### src/rtl/pkt_rd_engine_pkg.sv
// Shared types for the packet read engine.
//   DEF_AW/DEF_LW/DEF_DW : default address, length and data widths
//   descT                : arbitrated descriptor {startAddr, len}
//   beatT                : output beat {sop, eop, data}
//   rdStateT             : read FSM state
package pkt_rd_engine_pkg;

  localparam int unsigned DEF_AW = 12;
  localparam int unsigned DEF_LW = 6;
  localparam int unsigned DEF_DW = 32;

  typedef enum logic {
    IDLE,
    READ
  } rdStateT;

  typedef struct packed {
    logic [DEF_AW-1:0] startAddr;
    logic [DEF_LW-1:0] len;
  } descT;

  typedef struct packed {
    logic              sop;
    logic              eop;
    logic [DEF_DW-1:0] data;
  } beatT;

endpackage

### src/rtl/pkt_rd_beat_fifo.sv
// Two-entry beat FIFO with fall-through.
//   iClk, iRst_n : clock, asynchronous active-low reset
//   iPush/iPushData : write a beat (arrives the cycle after the SRAM read)
//   iPop         : consume the head (ignored when nothing is valid)
//   oVld/oHead   : head valid and head beat; an incoming beat is presented
//                  directly when the FIFO holds nothing
//   oCount       : number of stored entries (0..2), used for read credit
module pkt_rd_beat_fifo #(
  parameter int unsigned W = 34
) (
  input  logic         iClk,
  input  logic         iRst_n,
  input  logic         iPush,
  input  logic [W-1:0] iPushData,
  input  logic         iPop,
  output logic         oVld,
  output logic [W-1:0] oHead,
  output logic [1:0]   oCount
);

  logic [W-1:0] mem [2];
  logic         wrPtr;
  logic         rdPtr;
  logic         empty;
  logic         store;
  logic         popMem;

  assign empty = (oCount == 2'd0);

  // An incoming beat consumed in the same cycle it arrives on an empty
  // FIFO bypasses storage entirely.
  assign store  = iPush && !(empty && iPop);
  assign popMem = iPop && !empty;

  always_comb begin
    oVld  = !empty || iPush;
    oHead = empty ? iPushData : mem[rdPtr];
  end

  always_ff @(posedge iClk) begin
    if (store) begin
      mem[wrPtr] <= iPushData;
    end
  end

  always_ff @(posedge iClk or negedge iRst_n) begin
    if (!iRst_n) begin
      wrPtr  <= 1'b0;
      rdPtr  <= 1'b0;
      oCount <= 2'd0;
    end else begin
      if (store) begin
        wrPtr <= ~wrPtr;
      end
      if (popMem) begin
        rdPtr <= ~rdPtr;
      end
      oCount <= oCount + {1'b0, store} - {1'b0, popMem};
    end
  end

endmodule

### src/rtl/pkt_rd_engine.sv
// Packet read engine: takes arbitrated descriptors, reads len words from the
// packet-buffer SRAM starting at startAddr (address wraps modulo 2^AW) and
// streams them out as beats tagged with sop/eop.
//   iClk, iRst_n          : clock, asynchronous active-low reset
//   iDcpDescVld/Pld/oDcpDescRdy : descriptor slave {startAddr, len}
//   oRdEn, oRdAddr, iRdData     : SRAM read port, data one cycle after oRdEn
//   oDcpDataVld/Pld/iDcpDataRdy : beat master {sop, eop, data}
//   oBusy                 : FSM active, read in flight or beats buffered
module pkt_rd_engine
  import pkt_rd_engine_pkg::*;
#(
  parameter int unsigned AW = DEF_AW,
  parameter int unsigned LW = DEF_LW,
  parameter int unsigned DW = DEF_DW
) (
  input  logic          iClk,
  input  logic          iRst_n,
  input  logic          iDcpDescVld,
  input  logic [AW+LW-1:0] iDcpDescPld,
  output logic          oDcpDescRdy,
  output logic          oRdEn,
  output logic [AW-1:0] oRdAddr,
  input  logic [DW-1:0] iRdData,
  output logic          oDcpDataVld,
  output logic [DW+1:0] oDcpDataPld,
  input  logic          iDcpDataRdy,
  output logic          oBusy
);

  rdStateT       state;
  rdStateT       stateNext;
  logic [AW-1:0] startAddr;
  logic [LW-1:0] len;
  logic [LW-1:0] beatCnt;
  logic          inFlight;
  logic          inFlightSop;
  logic          inFlightEop;
  logic [1:0]    fifoCount;
  logic [AW-1:0] descAddr;
  logic [LW-1:0] descLen;
  logic          accept;
  logic          lastBeat;
  logic          pop;
  logic [2:0]    occupancy;
  logic          credit;

  assign descAddr = iDcpDescPld[AW+LW-1:LW];
  assign descLen  = iDcpDescPld[LW-1:0];
  assign accept   = iDcpDescVld && oDcpDescRdy;
  assign lastBeat = (beatCnt == len - LW'(1));
  assign pop      = oDcpDataVld && iDcpDataRdy;
  assign oRdAddr  = startAddr + AW'(beatCnt);

  // At most two beats may be stored or outstanding; a pop this cycle frees
  // a slot, which keeps 1 beat/cycle when the consumer is always ready.
  assign occupancy = {1'b0, fifoCount} + {2'b00, inFlight};
  assign credit    = (occupancy < 3'd2) || pop;

  always_comb begin
    stateNext   = state;
    oDcpDescRdy = 1'b0;
    oRdEn       = 1'b0;
    case (state)
      IDLE: begin
        oDcpDescRdy = 1'b1;
        if (accept && (descLen != '0)) begin
          stateNext = READ;
        end
      end
      READ: begin
        if (credit) begin
          oRdEn = 1'b1;
          if (lastBeat) begin
            stateNext = IDLE;
          end
        end
      end
      default: stateNext = IDLE;
    endcase
  end

  always_ff @(posedge iClk or negedge iRst_n) begin
    if (!iRst_n) begin
      state <= IDLE;
    end else begin
      state <= stateNext;
    end
  end

  always_ff @(posedge iClk or negedge iRst_n) begin
    if (!iRst_n) begin
      startAddr   <= '0;
      len         <= '0;
      beatCnt     <= '0;
      inFlight    <= 1'b0;
      inFlightSop <= 1'b0;
      inFlightEop <= 1'b0;
    end else begin
      if (accept && (descLen != '0)) begin
        startAddr <= descAddr;
        len       <= descLen;
        beatCnt   <= '0;
      end else if (oRdEn) begin
        beatCnt <= beatCnt + LW'(1);
      end
      // Reset clears inFlight, so data from a read issued before reset is
      // never pushed.
      inFlight    <= oRdEn;
      inFlightSop <= oRdEn && (beatCnt == '0);
      inFlightEop <= oRdEn && lastBeat;
    end
  end

  pkt_rd_beat_fifo #(
    .W(DW + 2)
  ) uBeatFifo (
    .iClk      (iClk),
    .iRst_n    (iRst_n),
    .iPush     (inFlight),
    .iPushData ({inFlightSop, inFlightEop, iRdData}),
    .iPop      (pop),
    .oVld      (oDcpDataVld),
    .oHead     (oDcpDataPld),
    .oCount    (fifoCount)
  );

  assign oBusy = (state != IDLE) || inFlight || (fifoCount != 2'd0);

endmodule

### config.mk
export PLATFORM = sky130hd
export DESIGN_NAME = pkt_rd_engine
export DESIGN_NICKNAME = d
export VERILOG_FILES = /design/src/rtl/pkt_rd_engine_pkg.sv /design/src/rtl/pkt_rd_beat_fifo.sv /design/src/rtl/pkt_rd_engine.sv
export SDC_FILE = /design/constraint.sdc
export NUM_CORES = 1
export LEC_CHECK = 0
export CAP_MARGIN = 10
export CORE_MARGIN = 2
export CORE_UTILIZATION = 30
export CTS_CLUSTER_SIZE = 20
export DETAILED_ROUTE_END_ITERATION = 16
export PLACE_DENSITY = 0.61
export SLEW_MARGIN = 20
export SYNTH_ARGS = -nofsm -noshare
export SYNTH_HDL_FRONTEND = slang
export SYNTH_SLANG_ARGS = --single-unit
### constraint.sdc
create_clock -name iClk -period 3.81 [get_ports iClk]
set_input_delay 0.381 -clock iClk [delete_from_list [all_inputs] [get_ports iClk]]
set_output_delay 0.381 -clock iClk [all_outputs]
set_load 0.03 [all_outputs]
-- Word-level counts from Yosys, hierarchy flattened
Memories as Yosys holds them, arrays and structs flattened.
Index checks and enable logic that the tools add are counted.
- add/subtract/negate cells: 6
- multipliers: 0
- div/mod/pow operators: 0
- magnitude comparators: 1
- equal/unequal tests: 1
- shift operators: 0
- multiplexer cells: 12
- bitwise operators: 3
- reductions and logical operators: 19
- operators with widths (cell ; count):
    34-bit two-way mux ; 1
    12-bit by 6-bit adder with 12-bit output ; 1
    6-bit two-way mux ; 2
    1-bit logical AND ; 8
    1-bit two-way mux ; 8
    6-bit by 1-bit adder with 6-bit output, second input constant ; 1
    6-bit equality test ; 1
    6-bit logical NOT ; 1
    6-bit nonzero test ; 1
    6-bit by 1-bit subtractor with 6-bit output, second input constant ; 1
    1-bit logical OR ; 4
    2-bit nonzero test ; 2
    2-bit by 1-bit adder with 3-bit output ; 1
    3-bit by 2-bit less-than comparator with 1-bit output, second input constant ; 1
    1-bit NOT ; 3
    2-bit by 1-bit adder with 2-bit output ; 1
    1-bit logical NOT ; 2
    2-bit logical NOT ; 1
    1-bit case mux with 2 select lines ; 1
    2-bit by 1-bit subtractor with 2-bit output ; 1
- register bits: 32
- latch bits: 0
- memory bits (writable): 68
- memory bits (read-only): 0
- output and inout port bits: 50
- word-level logic and storage cells: 53
- memories: 1
- memory list (name ; depth ; bits a word ; read ports ; clocked after Yosys merged registers in ; wr ports ; line ; RTL):
    uBeatFifo.mem ; 2 ; 34 ; 1 ; 0 ; 1 ; pkt_rd_beat_fifo.sv:21 ; logic [W-1:0] mem [2];

-- Logic depth before layout (Yosys ltp)
- word-level depth: 9
- depth in mapped cells: 8
- mapped depth without buffers: 7

-- Cells and area by module
A second synthesis with hierarchy kept.
- cell total of the unflattened synthesis: 403
- area total of the unflattened synthesis: 4966.0 µm²
- modules (own cells, without submodules) (module ; times used ; cells an instance ; area each (µm²) ; sequential area each (µm²)):
    pkt_rd_beat_fifo ; 1 ; 208 ; 3084.2 ; 2142.1
    pkt_rd_engine ; 1 ; 195 ; 1881.8 ; 700.7

-- Worst setup path before layout
Ideal clock, no wire load.
- path kind: register to register
- from: reg uBeatFifo.oCount[1]
- to: mem uBeatFifo.mem[0][0] (enable)
- data arrival time: 2221 ps
- data required time: 3385 ps
- setup slack: 1164 ps
- stages on the path, launching flop included: 5
- path buffers: 1
- clock period less this slack: 2646 ps
- cells stage by stage: dfrtp_1 -> or2_1 -> clkbuf_1 -> o21ai_1 -> nor2_1
- cells in the longest elaborated chain, start to end: 9
- ends and longest elaborated chain (what ; line ; RTL):
    start: declaration ; pkt_rd_beat_fifo.sv:18 ; output logic [1:0] oCount
    start signal: assignment ; pkt_rd_beat_fifo.sv:58 ; oCount <= oCount + {1'b0, store} - {1'b0, popMem};
    2-bit logical NOT * ; pkt_rd_beat_fifo.sv:28 ; assign empty = (oCount == 2'd0);
    1-bit logical NOT ; pkt_rd_beat_fifo.sv:36 ; oVld = !empty || iPush;
    1-bit logical OR ; pkt_rd_beat_fifo.sv:36 ;
    1-bit logical AND ; pkt_rd_engine.sv:51 ; assign pop = oDcpDataVld && iDcpDataRdy;
    1-bit logical AND * ; pkt_rd_beat_fifo.sv:32 ; assign store = iPush && !(empty && iPop);
    1-bit logical NOT * ; pkt_rd_beat_fifo.sv:32 ;
    1-bit logical AND * ; pkt_rd_beat_fifo.sv:32 ;
    1-bit two-way mux * ; pkt_rd_beat_fifo.sv:41 ; if (store) begin
    1-bit two-way mux (implied by the code) * ; pkt_rd_beat_fifo.sv:42 ; mem[wrPtr] <= iPushData;
    end: declaration ; pkt_rd_beat_fifo.sv:21 ;
Mark *: on every way between the ends. The rest lies on a longest branch, timed or not.

-- Worst setup path after layout
- from: reg beatCnt[0]
- to: out oRdAddr[6]
- cells in the longest elaborated chain, start to end: 1
- ends and longest elaborated chain (what ; line ; RTL):
    start: declaration ; pkt_rd_engine.sv:34 ; logic [LW-1:0] beatCnt;
    start signal: assignment ; pkt_rd_engine.sv:104 ; beatCnt <= beatCnt + LW'(1);
    12-bit by 6-bit adder with 12-bit output ; pkt_rd_engine.sv:52 ; assign oRdAddr = startAddr + AW'(beatCnt);
    end: declaration ; pkt_rd_engine.sv:22 ; output logic [AW-1:0] oRdAddr,
No other way between the ends.

==> impl_metrics.tcl <==
set metrics [dict create \
    post_cts_buffers 0 \
    utilization_pct 40.36 \
    status "completed" \
    switchingPower_mw 2.794 \
    hold_class "primary input to asynchronous set/reset pin" \
    end_kind "output port" \
    diodes 0 \
    fin_skew_ps 7.237 \
    overflow 0 \
    pre_cts_ws_ps 705.4 \
    cp-start-kind "flip-flop" \
    grt_pass1_vias 3295 \
    hold_slack_ps 435.7 \
    die_x_um 129.9 \
    num_rows 46 \
    worstPathRequired_ps 3430 \
    vdd_drop_max_mv 0.5989 \
    gp_congestion 0.7808 \
    syn-num-nets 449 \
    portBuffers 103 \
    numCtsBuffers 9 \
    ys_types 47 \
    cap_viol_max_count 0 \
    combPwrFrac_pct 55.8 \
    p_sw_share_pct 43.11 \
    avgSynthCellArea_um2 12.42 \
    htree_levels 3 \
    mostFrequentLayoutCells "clkdlybuf4s50_1 (103), edfxtp_1 (68), a21oi_1 (41), nor2_1 (41), mux2i_1 (35)" \
    syn-cell-area_um2 4757 \
    p_total_mw 6.482 \
    dr.pass1.iters 4 \
    start_util_pct 30.28 \
    ys_ff_latch 100 \
    drc 0 \
    syn_to_final_growth_pct 33.32 \
    worst_slack_ps 330.7 \
    cts.sinks 100 \
    tns_ps 0 \
    clk_latency_ps 340 \
    ys_warn_count 0 \
    synth_ff_type "edfxtp_1" \
    crit_arrival_ps 3100 \
    leakage_nw 2.419 \
    synthCells 383 \
    drive_gt1_share_pct 9.221 \
    max_freq_ghz 0.2874 \
    clkSlewWorstSetupHoldPaths_ps 70 \
    p_seq_share_pct 29.9 \
    drt_first_iter_violations 163 \
    synth-async-reset-ratio_pct 32.00 \
    cts_root_buf "clkbuf_16" \
    synth_edf_count 68 \
    crit_fanout 7 \
    avgRoutedWirePerCell_um 14.91 \
    postRouteAntennaNets 0 \
    tightest_slew_ps 885.6 \
    io_pins 104 \
    clockBufferDepth 2 \
    via_per_inst 4.626 \
    die-area_um2 16880 \
    vias 3257 \
    antenna_found_initial 0 \
    relSlewSlack_pct 40.96 \
    hold_buffers 0 \
    dp_hpwl_um 7191 \
    die_height_um 129.9 \
    cts_resized 0 \
    p_int_mw 3.687 \
    grt_pass1_wl_um 16530 \
    worstSetupPathType "flip-flop to output port" \
    min_period_ps 3479 \
    power.density_nw_per_um2 1022 \
    pwr-share-clk_pct 14.3 \
    postRouteWirelength_um 10500 \
    grt_max_degree 38 \
    fill_cells 1508 \
    core-area_um2 15710 \
    seq_area_frac_synth_pct 59.76 \
    layout_commonest_cell "clkdlybuf4s50_1" \
    rsz0062_at_grt "false" \
    fin_crit_sh_pct 91.32 \
    hold_viol 0 \
    cts_tree "yes" \
    finalNetCount 549 \
    setup_viol 0 \
    grtUsageTotal_pct 12.65 \
    slew_violations 0 \
]
logic make-up after synthesis:
kind of cell	count (synthesis)	share of synthesized area (%)
AO/OA/AOI/OAI	76	9.627
XOR/XNOR	21	3.866
adder cells (fa/ha/maj)	12	3.314
buffers and inverters	33	2.630
flip-flops	100	59.76
multiplexers	50	10.92
AND/OR/NAND/NOR	91	9.890
power groups by stage:
| stage | sequential, mW | combinational, mW | clock (mW) |
|---|---|---|---|
| 3_3_place_gp | 1.95 | 3.60 | 0 |
| 5_1_grt | 1.99 | 3.91 | 1.00 |
| 6_report | 1.94 | 3.62 | 0.927 |
| 4_1_cts | 1.94 | 3.66 | 0.959 |
| 2_1_floorplan | 1.85 | 2.42 | 0 |
| 3_5_place_dp | 1.97 | 3.64 | 0 |
critical path, stage by stage, from the launching register on:
cell and delay (ps):
dfrtp_1 460, ha_1 260, fa_1 420, a21o_1 190, a21o_1 230, a2111o_1 420
nand3_1 90, clkdlybuf4s50_1 690
state kept, by name (all words and copies together), names as in the netlist:
name,cells
beatCnt,6
inFlight,1
inFlightEop,1
inFlightSop,1
len,6
startAddr,12
state,1
uBeatFifo.mem,68
uBeatFifo.oCount,2
uBeatFifo.rdPtr,1
uBeatFifo.wrPtr,1
cell usage after synthesis, types with 2 or more instances:
| cell type | count | share of area (%) |
|---|---|---|
| nor2_1 | 42 | 3.3 |
| and3_1 | 2 | 0.26 |
| edfxtp_1 | 68 | 43 |
| mux2_2 | 12 | 2.8 |
| ha_1 | 11 | 2.9 |
| a211oi_1 | 2 | 0.32 |
| buf_1 | 6 | 0.47 |
| mux2i_1 | 35 | 7.4 |
| dfrtp_1 | 32 | 17 |
| o21a_1 | 3 | 0.47 |
| mux2_1 | 3 | 0.71 |
| a21o_1 | 3 | 0.47 |
| nor3_1 | 3 | 0.32 |
| o2111ai_1 | 2 | 0.37 |
| nand3_1 | 6 | 0.63 |
| a2111o_1 | 2 | 0.47 |
| or3b_2 | 2 | 0.37 |
| xnor2_1 | 11 | 2.0 |
| a21oi_1 | 42 | 4.4 |
| o211ai_1 | 6 | 0.95 |
| nor3b_1 | 11 | 1.7 |
| nor4_1 | 2 | 0.26 |
| nand2_1 | 5 | 0.39 |
| or3_1 | 3 | 0.39 |
| and2_1 | 2 | 0.26 |
| nand2b_1 | 3 | 0.39 |
| inv_1 | 13 | 1.0 |
| xor2_1 | 10 | 1.8 |
| clkbuf_1 | 13 | 1.0 |
| a221oi_1 | 2 | 0.37 |
| o21ai_0 | 8 | 0.84 |
| nand4_1 | 2 | 0.26 |
| or2_2 | 2 | 0.26 |
area by class of cell:
| cell class | count | area [µm²] | area share [%] |
|---|---|---|---|
| Timing Repair Buffer | 109 | 1076 | 16.97 |
| Clock buffer | 10 | 229.0 | 3.610 |
| Tap cell | 216 | 270.3 | 4.261 |
| Multi-Input combinational cell | 250 | 1802 | 28.41 |
| Sequential cell | 100 | 2844 | 44.84 |
| Clock inverter | 6 | 72.57 | 1.144 |
| Inverter | 13 | 48.80 | 0.7694 |
metal layers:
layer	up-vias	wire length, µm	GRT usage (%)
li1	1608	-	-
met1	1553	4876	16.25
met2	90	4950	21.00
met3	6	574	3.608
met4	0	95	3.479
met5	-	0	0
through the flow:
stage / area, µm² / std cells
finish: 6342 / 704
detailed placement: 6041 / 688
global placement: 6041 / 688
global route: 6342 / 704
CTS: 6342 / 704
floorplan: 4757 / 383
path summary, 6_finish.rpt:
check,startpoint,to,slack [ps],cells past startpoint
hold / removal,iRst_n,len[2]$_DFFE_PN0P_,440,2
hold reg to reg,inFlightSop$_DFF_PN0_,uBeatFifo.mem[0][33]$_DFFE_PP_,480,0
setup / recovery,beatCnt[0]$_DFFE_PN0P_,oRdAddr[6],330,7
setup reg to reg,uBeatFifo.oCount[1]$_DFF_PN0_,uBeatFifo.mem[1][12]$_DFFE_PP_,1330,4
min in group iClk,inFlightSop$_DFF_PN0_,uBeatFifo.mem[0][33]$_DFFE_PP_,480,0
max in group asynchronous,iRst_n,uBeatFifo.rdPtr$_DFFE_PN0P_,3040,2
Power figures use the tool's default switching activity.
